$ cat src/rtl/clkdiv_pkg.sv
// Shared constants and helpers for the clkdiv_bank divider bank.
// Helpers take 32-bit values so any counter width can use them through a cast.
package clkdiv_pkg;

  localparam int unsigned MIN_DIV = 2;

  // Per-channel decision taken at every clock edge.
  typedef enum logic [1:0] {
    EV_HOLD,
    EV_COUNT,
    EV_RESTART
  } ch_ev_e;

  function automatic int unsigned ch_width(input int unsigned n);
    return (n <= 2) ? 1 : $clog2(n);
  endfunction

  function automatic int unsigned clamp_div(input int unsigned d);
    return (d < MIN_DIV) ? MIN_DIV : d;
  endfunction

  function automatic int unsigned high_len(input int unsigned d);
    return (d + 1) >> 1;
  endfunction

endpackage

$ cat src/rtl/clkdiv_bank_if.sv
// Valid/ready divisor-programming port of the clkdiv_bank.
// The master drives a write request; the slave answers with cfg_ready.
interface clkdiv_bank_if #(
  parameter int CH_W  = 2,
  parameter int CNT_W = 8
);

  logic             cfg_valid;
  logic             cfg_ready;
  logic [CH_W-1:0]  cfg_ch;
  logic [CNT_W-1:0] cfg_div;

  modport master (
    output cfg_valid,
    output cfg_ch,
    output cfg_div,
    input  cfg_ready
  );

  modport slave (
    input  cfg_valid,
    input  cfg_ch,
    input  cfg_div,
    output cfg_ready
  );

endinterface

$ cat src/rtl/clkdiv_channel.sv
// One divider channel: period counter, active/shadow divisor pair and
// registered clock/tick outputs computed from the next counter value.
module clkdiv_channel
  import clkdiv_pkg::*;
#(
  parameter int CNT_W     = 8,
  parameter int RESET_DIV = 2
) (
  input  logic             clk_50,
  input  logic             rst_n,
  input  logic             en,
  input  logic             sync,
  input  logic             wr,
  input  logic [CNT_W-1:0] wr_div,
  output logic             pending,
  output logic             clk_o,
  output logic             tick_o
);

  logic [CNT_W-1:0] cnt;
  logic [CNT_W-1:0] div;
  logic [CNT_W-1:0] shadow;
  logic [CNT_W-1:0] cnt_nxt;
  logic [CNT_W-1:0] div_nxt;
  logic             run;
  logic             apply;
  ch_ev_e           ev;

  // A channel that was idle last cycle restarts its period instead of counting on.
  always_comb begin
    ev      = EV_HOLD;
    apply   = 1'b0;
    cnt_nxt = '0;
    div_nxt = div;
    if (en) begin
      if (!run || sync || (cnt == div - CNT_W'(1))) begin
        ev = EV_RESTART;
      end else begin
        ev = EV_COUNT;
      end
    end
    // Idle channels take a pending divisor immediately; running ones only at a period boundary.
    apply = pending && (ev != EV_COUNT);
    if (ev == EV_COUNT) begin
      cnt_nxt = cnt + CNT_W'(1);
    end
    if (apply) begin
      div_nxt = shadow;
    end
  end

  always_ff @(posedge clk_50 or negedge rst_n) begin
    if (!rst_n) begin
      cnt     <= '0;
      div     <= CNT_W'(RESET_DIV);
      pending <= 1'b0;
      run     <= 1'b0;
      clk_o   <= 1'b0;
      tick_o  <= 1'b0;
    end else begin
      cnt <= cnt_nxt;
      div <= div_nxt;
      run <= en;
      // wr is only granted while pending is clear, so it never collides with apply.
      if (wr) begin
        pending <= 1'b1;
      end else if (apply) begin
        pending <= 1'b0;
      end
      clk_o  <= en && (32'(cnt_nxt) < high_len(32'(div_nxt)));
      tick_o <= en && (cnt_nxt == '0);
    end
  end

  always_ff @(posedge clk_50) begin
    if (wr) begin
      shadow <= wr_div;
    end
  end

endmodule

$ cat src/rtl/clkdiv_bank.sv
// Bank of NUM_CH runtime-programmable clock dividers with a shared config port.
// Define CLKDIV_PHASE_ALIGN_EN to add sync_i, which restarts every running channel together.
module clkdiv_bank
  import clkdiv_pkg::*;
#(
  parameter int NUM_CH    = 3,
  parameter int CNT_W     = 8,
  parameter int RESET_DIV = 2
) (
  input  logic              clk_50,
  input  logic              rst_n,
  input  logic [NUM_CH-1:0] en_i,
`ifdef CLKDIV_PHASE_ALIGN_EN
  input  logic              sync_i,
`endif
  clkdiv_bank_if.slave      cfg,
  output logic [NUM_CH-1:0] clk_o,
  output logic [NUM_CH-1:0] tick_o
);

  localparam int CH_W  = ch_width(NUM_CH);
  localparam int SLOTS = 1 << CH_W;

  logic [SLOTS-1:0]  busy;
  logic [NUM_CH-1:0] pending;
  logic [NUM_CH-1:0] wr;
  logic [CNT_W-1:0]  div_cap;
  logic              accept;
  logic              sync;

`ifdef CLKDIV_PHASE_ALIGN_EN
  assign sync = sync_i;
`else
  assign sync = 1'b0;
`endif

  // Unused channel slots read as never busy, so writes to them are taken and dropped.
  always_comb begin
    busy             = '0;
    busy[NUM_CH-1:0] = pending;
  end

  assign cfg.cfg_ready = !busy[cfg.cfg_ch];
  assign accept        = cfg.cfg_valid && cfg.cfg_ready;
  assign div_cap       = CNT_W'(clamp_div(32'(cfg.cfg_div)));

  for (genvar i = 0; i < NUM_CH; i++) begin : g_ch
    assign wr[i] = accept && (cfg.cfg_ch == CH_W'(i));

    clkdiv_channel #(
      .CNT_W     (CNT_W),
      .RESET_DIV (RESET_DIV)
    ) u_channel (
      .clk_50  (clk_50),
      .rst_n   (rst_n),
      .en      (en_i[i]),
      .sync    (sync),
      .wr      (wr[i]),
      .wr_div  (div_cap),
      .pending (pending[i]),
      .clk_o   (clk_o[i]),
      .tick_o  (tick_o[i])
    );
  end

endmodule

$ cat src/flat_wrapper.sv
// flat-port wrapper written by rule: the top's interface ports become plain ports
module clkdiv_bank_flat import clkdiv_pkg::*;
#(
  parameter int NUM_CH    = 3,
  parameter int CNT_W     = 8,
  parameter int RESET_DIV = 2
)
  (clk_50, rst_n, en_i, clk_o, tick_o, cfg_cfg_valid, cfg_cfg_ch, cfg_cfg_div, cfg_cfg_ready);
  clkdiv_bank_if #(.CH_W((2)), .CNT_W(CNT_W)) cfg_i ();
  input  logic clk_50;
  input  logic rst_n;
  input  logic [NUM_CH-1:0] en_i;
  output logic [NUM_CH-1:0] clk_o;
  output logic [NUM_CH-1:0] tick_o;
  input wire logic [$bits(cfg_i.cfg_valid)-1:0] cfg_cfg_valid;
  input wire logic [$bits(cfg_i.cfg_ch)-1:0] cfg_cfg_ch;
  input wire logic [$bits(cfg_i.cfg_div)-1:0] cfg_cfg_div;
  output wire logic [$bits(cfg_i.cfg_ready)-1:0] cfg_cfg_ready;
  assign cfg_i.cfg_valid = cfg_cfg_valid;
  assign cfg_i.cfg_ch = cfg_cfg_ch;
  assign cfg_i.cfg_div = cfg_cfg_div;
  assign cfg_cfg_ready = cfg_i.cfg_ready;
  clkdiv_bank #(.NUM_CH(NUM_CH), .CNT_W(CNT_W), .RESET_DIV(RESET_DIV)) u_core (.clk_50(clk_50), .rst_n(rst_n), .en_i(en_i), .cfg(cfg_i), .clk_o(clk_o), .tick_o(tick_o));
endmodule
$ cat config.mk
export PLATFORM = sky130hd
export DESIGN_NAME = clkdiv_bank_flat
export DESIGN_NICKNAME = d
export VERILOG_FILES = /design/src/rtl/clkdiv_pkg.sv /design/src/rtl/clkdiv_bank_if.sv /design/src/rtl/clkdiv_channel.sv /design/src/rtl/clkdiv_bank.sv /design/src/flat_wrapper.sv
export SDC_FILE = /design/constraint.sdc
export NUM_CORES = 1
export LEC_CHECK = 0
export CORE_MARGIN = 5
export CORE_UTILIZATION = 30
export DETAILED_ROUTE_END_ITERATION = 7
export HOLD_SLACK_MARGIN = 0.08
export PLACE_DENSITY_LB_ADDON = 0.05
export SLEW_MARGIN = 10
export SYNTH_ARGS = -nofsm -noshare
export SYNTH_HDL_FRONTEND = slang
export SYNTH_SLANG_ARGS = --single-unit
$ cat constraint.sdc
create_clock -name clk_50 -period 11.4 [get_ports clk_50]
set_input_delay 2.28 -clock clk_50 [delete_from_list [all_inputs] [get_ports clk_50]]
set_output_delay 2.28 -clock clk_50 [all_outputs]
set_load 0.01 [all_outputs]
After elaboration in Yosys (flattened, before gate mapping):

Index checks and enable logic that the tools add are counted.

* add/sub/neg operators: 9
* magnitude comparators: 5
* equal/unequal tests: 11
* multiplexer cells: 21
* reduce and logical (&&, ||, !) cells: 27

Operators with widths (number)
* two-way mux 8 bit: 7
* adder 8 x 1 -> 9 bit, second input constant: 3
* adder 8 x 1 -> 8 bit, second input constant: 3
* == test 8 bit: 3
* logical NOT 8 bit: 3
* < comparator 8 bit: 3
* subtractor 8 x 1 -> 8 bit, second input constant: 3
* logical AND 1 bit: 13
* two-way mux 2 bit: 6
* == test 2 x 1 -> 1 bit, second input constant: 4
* < comparator 8 x 2 -> 1 bit, second input constant: 1
* two-way mux 1 bit: 7
* != test 2 x 1 -> 1 bit, second input constant: 3
* nonzero test 2 bit: 3
* logical NOT 1 bit: 4
* logical OR 1 bit: 3
* < comparator 2 x 3 -> 1 bit, second input constant: 1
* binary-select mux 1 bit (select 2 bit): 1
* == test 2 bit, second input constant: 1
* logical NOT 2 bit: 1

* input port bits: 16
* output and inout bits: 7
* register bits after elaboration: 84
* word-level logic and storage cells: 94

Depth between registers and ports, before layout:

* word-level depth: 11
* depth in mapped cells: 20
* gate-level depth less buffers: 19

Modules after synthesis:

Synthesis repeated with hierarchy kept, for this count alone.

* cells, all modules: 568
* area total of the unflattened synthesis: 5816.8 um2

Modules (own cells, without submodules)
* clkdiv_channel: sequential area each 742.0 um2, times used 3, cells an instance 183, area each 1900.6 um2
* clkdiv_bank: sequential area each 0.0 um2, times used 1, cells an instance 19, area each 115.1 um2

Worst setup path after synthesis:

OpenSTA, ideal clock, no wires.

* path type: input to output
* start: input cfg_cfg_ch[1]
* end: output cfg_cfg_ready
* arrival time: 2.709 ns
* required time: 9.120 ns
* stages on the path: 3
* path buffers: 0
* path slack: 6.411 ns
* cell sequence: mux2i_1 -> nor2_1 -> a31oi_1

* word-level cells in the longest chain between the ends: 3

RTL lines
* from (decl): RTL line flat_wrapper.sv:16 `input wire logic [$bits(cfg_i.cfg_ch)-1:0] cfg_cfg_ch;`
* binary-select mux 1 bit (select 2 bit): RTL line clkdiv_bank.sv:43 `assign cfg.cfg_ready = !busy[cfg.cfg_ch];`
* two-way mux 1 bit (not written as such): RTL line clkdiv_bank.sv:43
* logical NOT 1 bit: RTL line clkdiv_bank.sv:43
* to (decl): RTL line flat_wrapper.sv:18 `output wire logic [$bits(cfg_i.cfg_ready)-1:0] cfg_cfg_ready;`

No other way between the ends. The select of a mux whose other input is x is not followed.

Worst setup path in the final report:

Same ends and word-level chain as after synthesis.

==> impl_metrics.toml <==
[synth]
yosysSeqAreaShare_pct = 42.4
synthFlopType = "dfrtp_1"
ys_ff_latch = 84
synthArstFlopShare_pct = 71.4
synth.distinct_cells = 54
syn-num-nets = 574
synth_edf_count = 24
syn_area_um2 = 5250
synthCells = 528
yosys_warnings = 0
syn_avg_cell_area_um2 = 9.95

[placement]
portBuffers = 22
hpwl_um = 9500
gp_congestion = 0.764

[finish]
final_cell_mix = "57 x dfrtp_1, 54 x nor2_1, 47 x xnor2_1"
layout-drive-gt1-share_pct = 9.81
syn2layout_area_growth_pct = 12.8
fin_nets = 571
final_common_cell = "dfrtp_1"
n_antenna_cell = 0

[min_path]
holdPathEnd = "u_core.g_ch[0].u_channel.div[1]"
worstHoldPathType = "flip-flop to flip-flop"
min_from = "u_core.g_ch[0].u_channel.shadow[1]"
holdPathStages = 1

[timing]
maxSlewViolCount = 0
fin_tns_setup_ps = 0
worst_pin_slew_ps = 992
rsz0062_at_grt = "false"
fin_crit_sh_pct = 53.1
hold_violations = 0
fmax_mhz = 165
finClkSkew_ps = 8.88
min_period_ps = 6060
setup_viol = 0
slew-limit-headroom_pct = 33.7

[global_route]
gr-usage-met1_pct = 18.6
busiest_layer = "met2"
grt_pass1_vias = 3716
grt_max_degree = 61
track_usage_pct = 13.0
grt_overflow = 0
grt_pass1_wl_um = 20500
antenna_found_initial = 0
use_met3_pct = 2.05
grt_util_met2_pct = 19.7

[flow_run]
drv_cap = 0

[critical_path]
critPathRequiredTime_ps = 9120
reg2reg_to = "u_core.g_ch[0].u_channel.clk_o"
cp-end-kind = "primary output"
r2r_start = "u_core.g_ch[0].u_channel.div[1]"
crit_fanout = 3
critPathLaunchType = "input port"
rrSetupSlack_ps = 6410
crit_arrival_ps = 3780
path_class = "input port to primary output"
ff2ff_path_depth = 19

[power_and_ir_drop]
sw_frac_of_total_pct = 31.2
p_per_area_nw_per_um2 = 157
pwr-share-seq_pct = 42.0
p_comb_share_pct = 23.3
power.total_uw = 931
pwr-share-clk_pct = 34.7
leakage_uw = 0.00235
power_switching_uw = 291
vdd_drop_max_uv = 84.3
power.internal_uw = 640

[clock_tree]
clock-root-buffer = "clkbuf_16"
ctsHoldBuffers = 0
clk_latency_ps = 340
htree_levels = 3
tritoncts = "done"
post_cts_resized = 0
clk_path_buf_depth = 2
cts_buffers = 9
postCtsSetupBuffers = 0
clk_pin_slew_ps = 70
cts_sinks = 84

[die]
rows = 48
start_util_pct = 30.5
io_pins = 23
die_w_um = 142
die_y_um = 142
die_area_um2 = 20300
core_um2 = 17200

[routing]
drc = 0
ant_nets = 0
route.detailed.wl_per_inst_um = 16.6
vias = 3702
drt-total-wl_um = 12600
drt-vias-per-instance = 4.90
drt_iter0_drc = 170
first_pass_iters = 4

[status]
status = "finished clean"
## layout make-up
class,count,area (um^2)
Fill cell,1723,11300
Multi-Input combinational cell,390,2800
Sequential cell,84,2230
Tap cell,225,282
Timing Repair Buffer,25,238
Clock buffer,9,225
Clock inverter,7,96.3
Inverter,15,56.3
## through the flow
step | utilization (%) | hold WS, ps | setup slack (ps) | area [um^2] | std cells
after floorplan | - | 497 | 6410 | 5250 | 528
after global routing | 34.4 | 573 | 5250 | 5930 | 755
after detailed placement | 32.5 | 530 | 5150 | 5600 | 739
final | 34.4 | 544 | 5340 | 5930 | 755
after CTS | 34.4 | 550 | 5330 | 5930 | 755
after global placement | 32.5 | 528 | 5280 | 5600 | 739
## worst max-delay path by stage
stage,depth (start not counted),endpoint,slack [ps],from
4_1_cts,5,cfg_cfg_ready,5330,cfg_cfg_ch[1]
2_1_floorplan,3,cfg_cfg_ready,6410,cfg_cfg_ch[1]
3_5_place_dp,16,u_core.g_ch[0].u_channel.clk_o,5150,en_i[0]
3_3_place_gp,16,u_core.g_ch[0].u_channel.clk_o,5280,en_i[0]
6_report,5,cfg_cfg_ready,5340,cfg_cfg_ch[1]
5_1_grt,16,u_core.g_ch[0].u_channel.clk_o,5250,en_i[0]
## metal layers
metal | part of all wire, % | wire, um | up-vias
li1 | - | - | 1864
met4 | 2.1 | 265 | 0
met2 | 45 | 5660 | 34
met5 | 0 | 0 | -
met3 | 2.0 | 250 | 16
met1 | 51 | 6390 | 1788
## power by group through the flow
stage	clock (uW)	combinational, uW	sequential (uW)
floorplan	0	182	366
finish	322	217	391
global route	344	244	397
global placement	0	218	397
detailed placement	0	219	397
CTS	332	221	391
## sequential cells by signal, summed over array words and instances, names as in the netlist
name                           cells
u_core.g_ch.u_channel.cnt         24
u_core.g_ch.u_channel.div         24
u_core.g_ch.u_channel.shadow      24
u_core.g_ch.u_channel.clk_o        3
u_core.g_ch.u_channel.pending      3
u_core.g_ch.u_channel.run          3
u_core.g_ch.u_channel.tick_o       3
## worst max-delay path, cell delays in order
cell and delay (ps):
clkdlybuf4s50_1 540, mux2i_1 200, nor2_1 50, a31oi_1 150, clkdlybuf4s50_1 560
## synthesized netlist by cell type (6+ instances only)
| library cell | n | share of area, % |
|---|---|---|
| dfrtp_1 | 57 | 27 |
| xnor2_1 | 47 | 7.8 |
| o31ai_1 | 6 | 0.86 |
| a31oi_1 | 8 | 0.95 |
| a21oi_1 | 17 | 1.6 |
| nand4_1 | 9 | 1.1 |
| nor3_1 | 9 | 0.86 |
| xor2_1 | 32 | 5.3 |
| mux2_2 | 23 | 4.9 |
| inv_1 | 15 | 1.1 |
| o21ai_0 | 12 | 1.1 |
| nand3_1 | 40 | 3.8 |
| clkbuf_1 | 30 | 2.1 |
| ha_1 | 30 | 7.1 |
| buf_4 | 6 | 0.86 |
| and3_1 | 9 | 1.1 |
| nor2_1 | 54 | 3.9 |
| nand2_1 | 26 | 1.9 |
| edfxtp_1 | 24 | 14 |
## kinds of logic (layout without fill, tap and decap cells)
group                    Yosys count  after routing  synth area share [%]
AO/OA/AOI/OAI                     72             72                  9.32
flip-flops                        84             84                  42.4
AND/OR/NAND/NOR                  179            179                  17.0
multiplexers                      29             29                  6.17
adder cells (fa/ha/maj)           30             30                  7.15
buffers and inverters             54             56                  4.48
XOR/XNOR                          80             80                  13.5
Note: power is estimated with default switching activity, not from simulation.
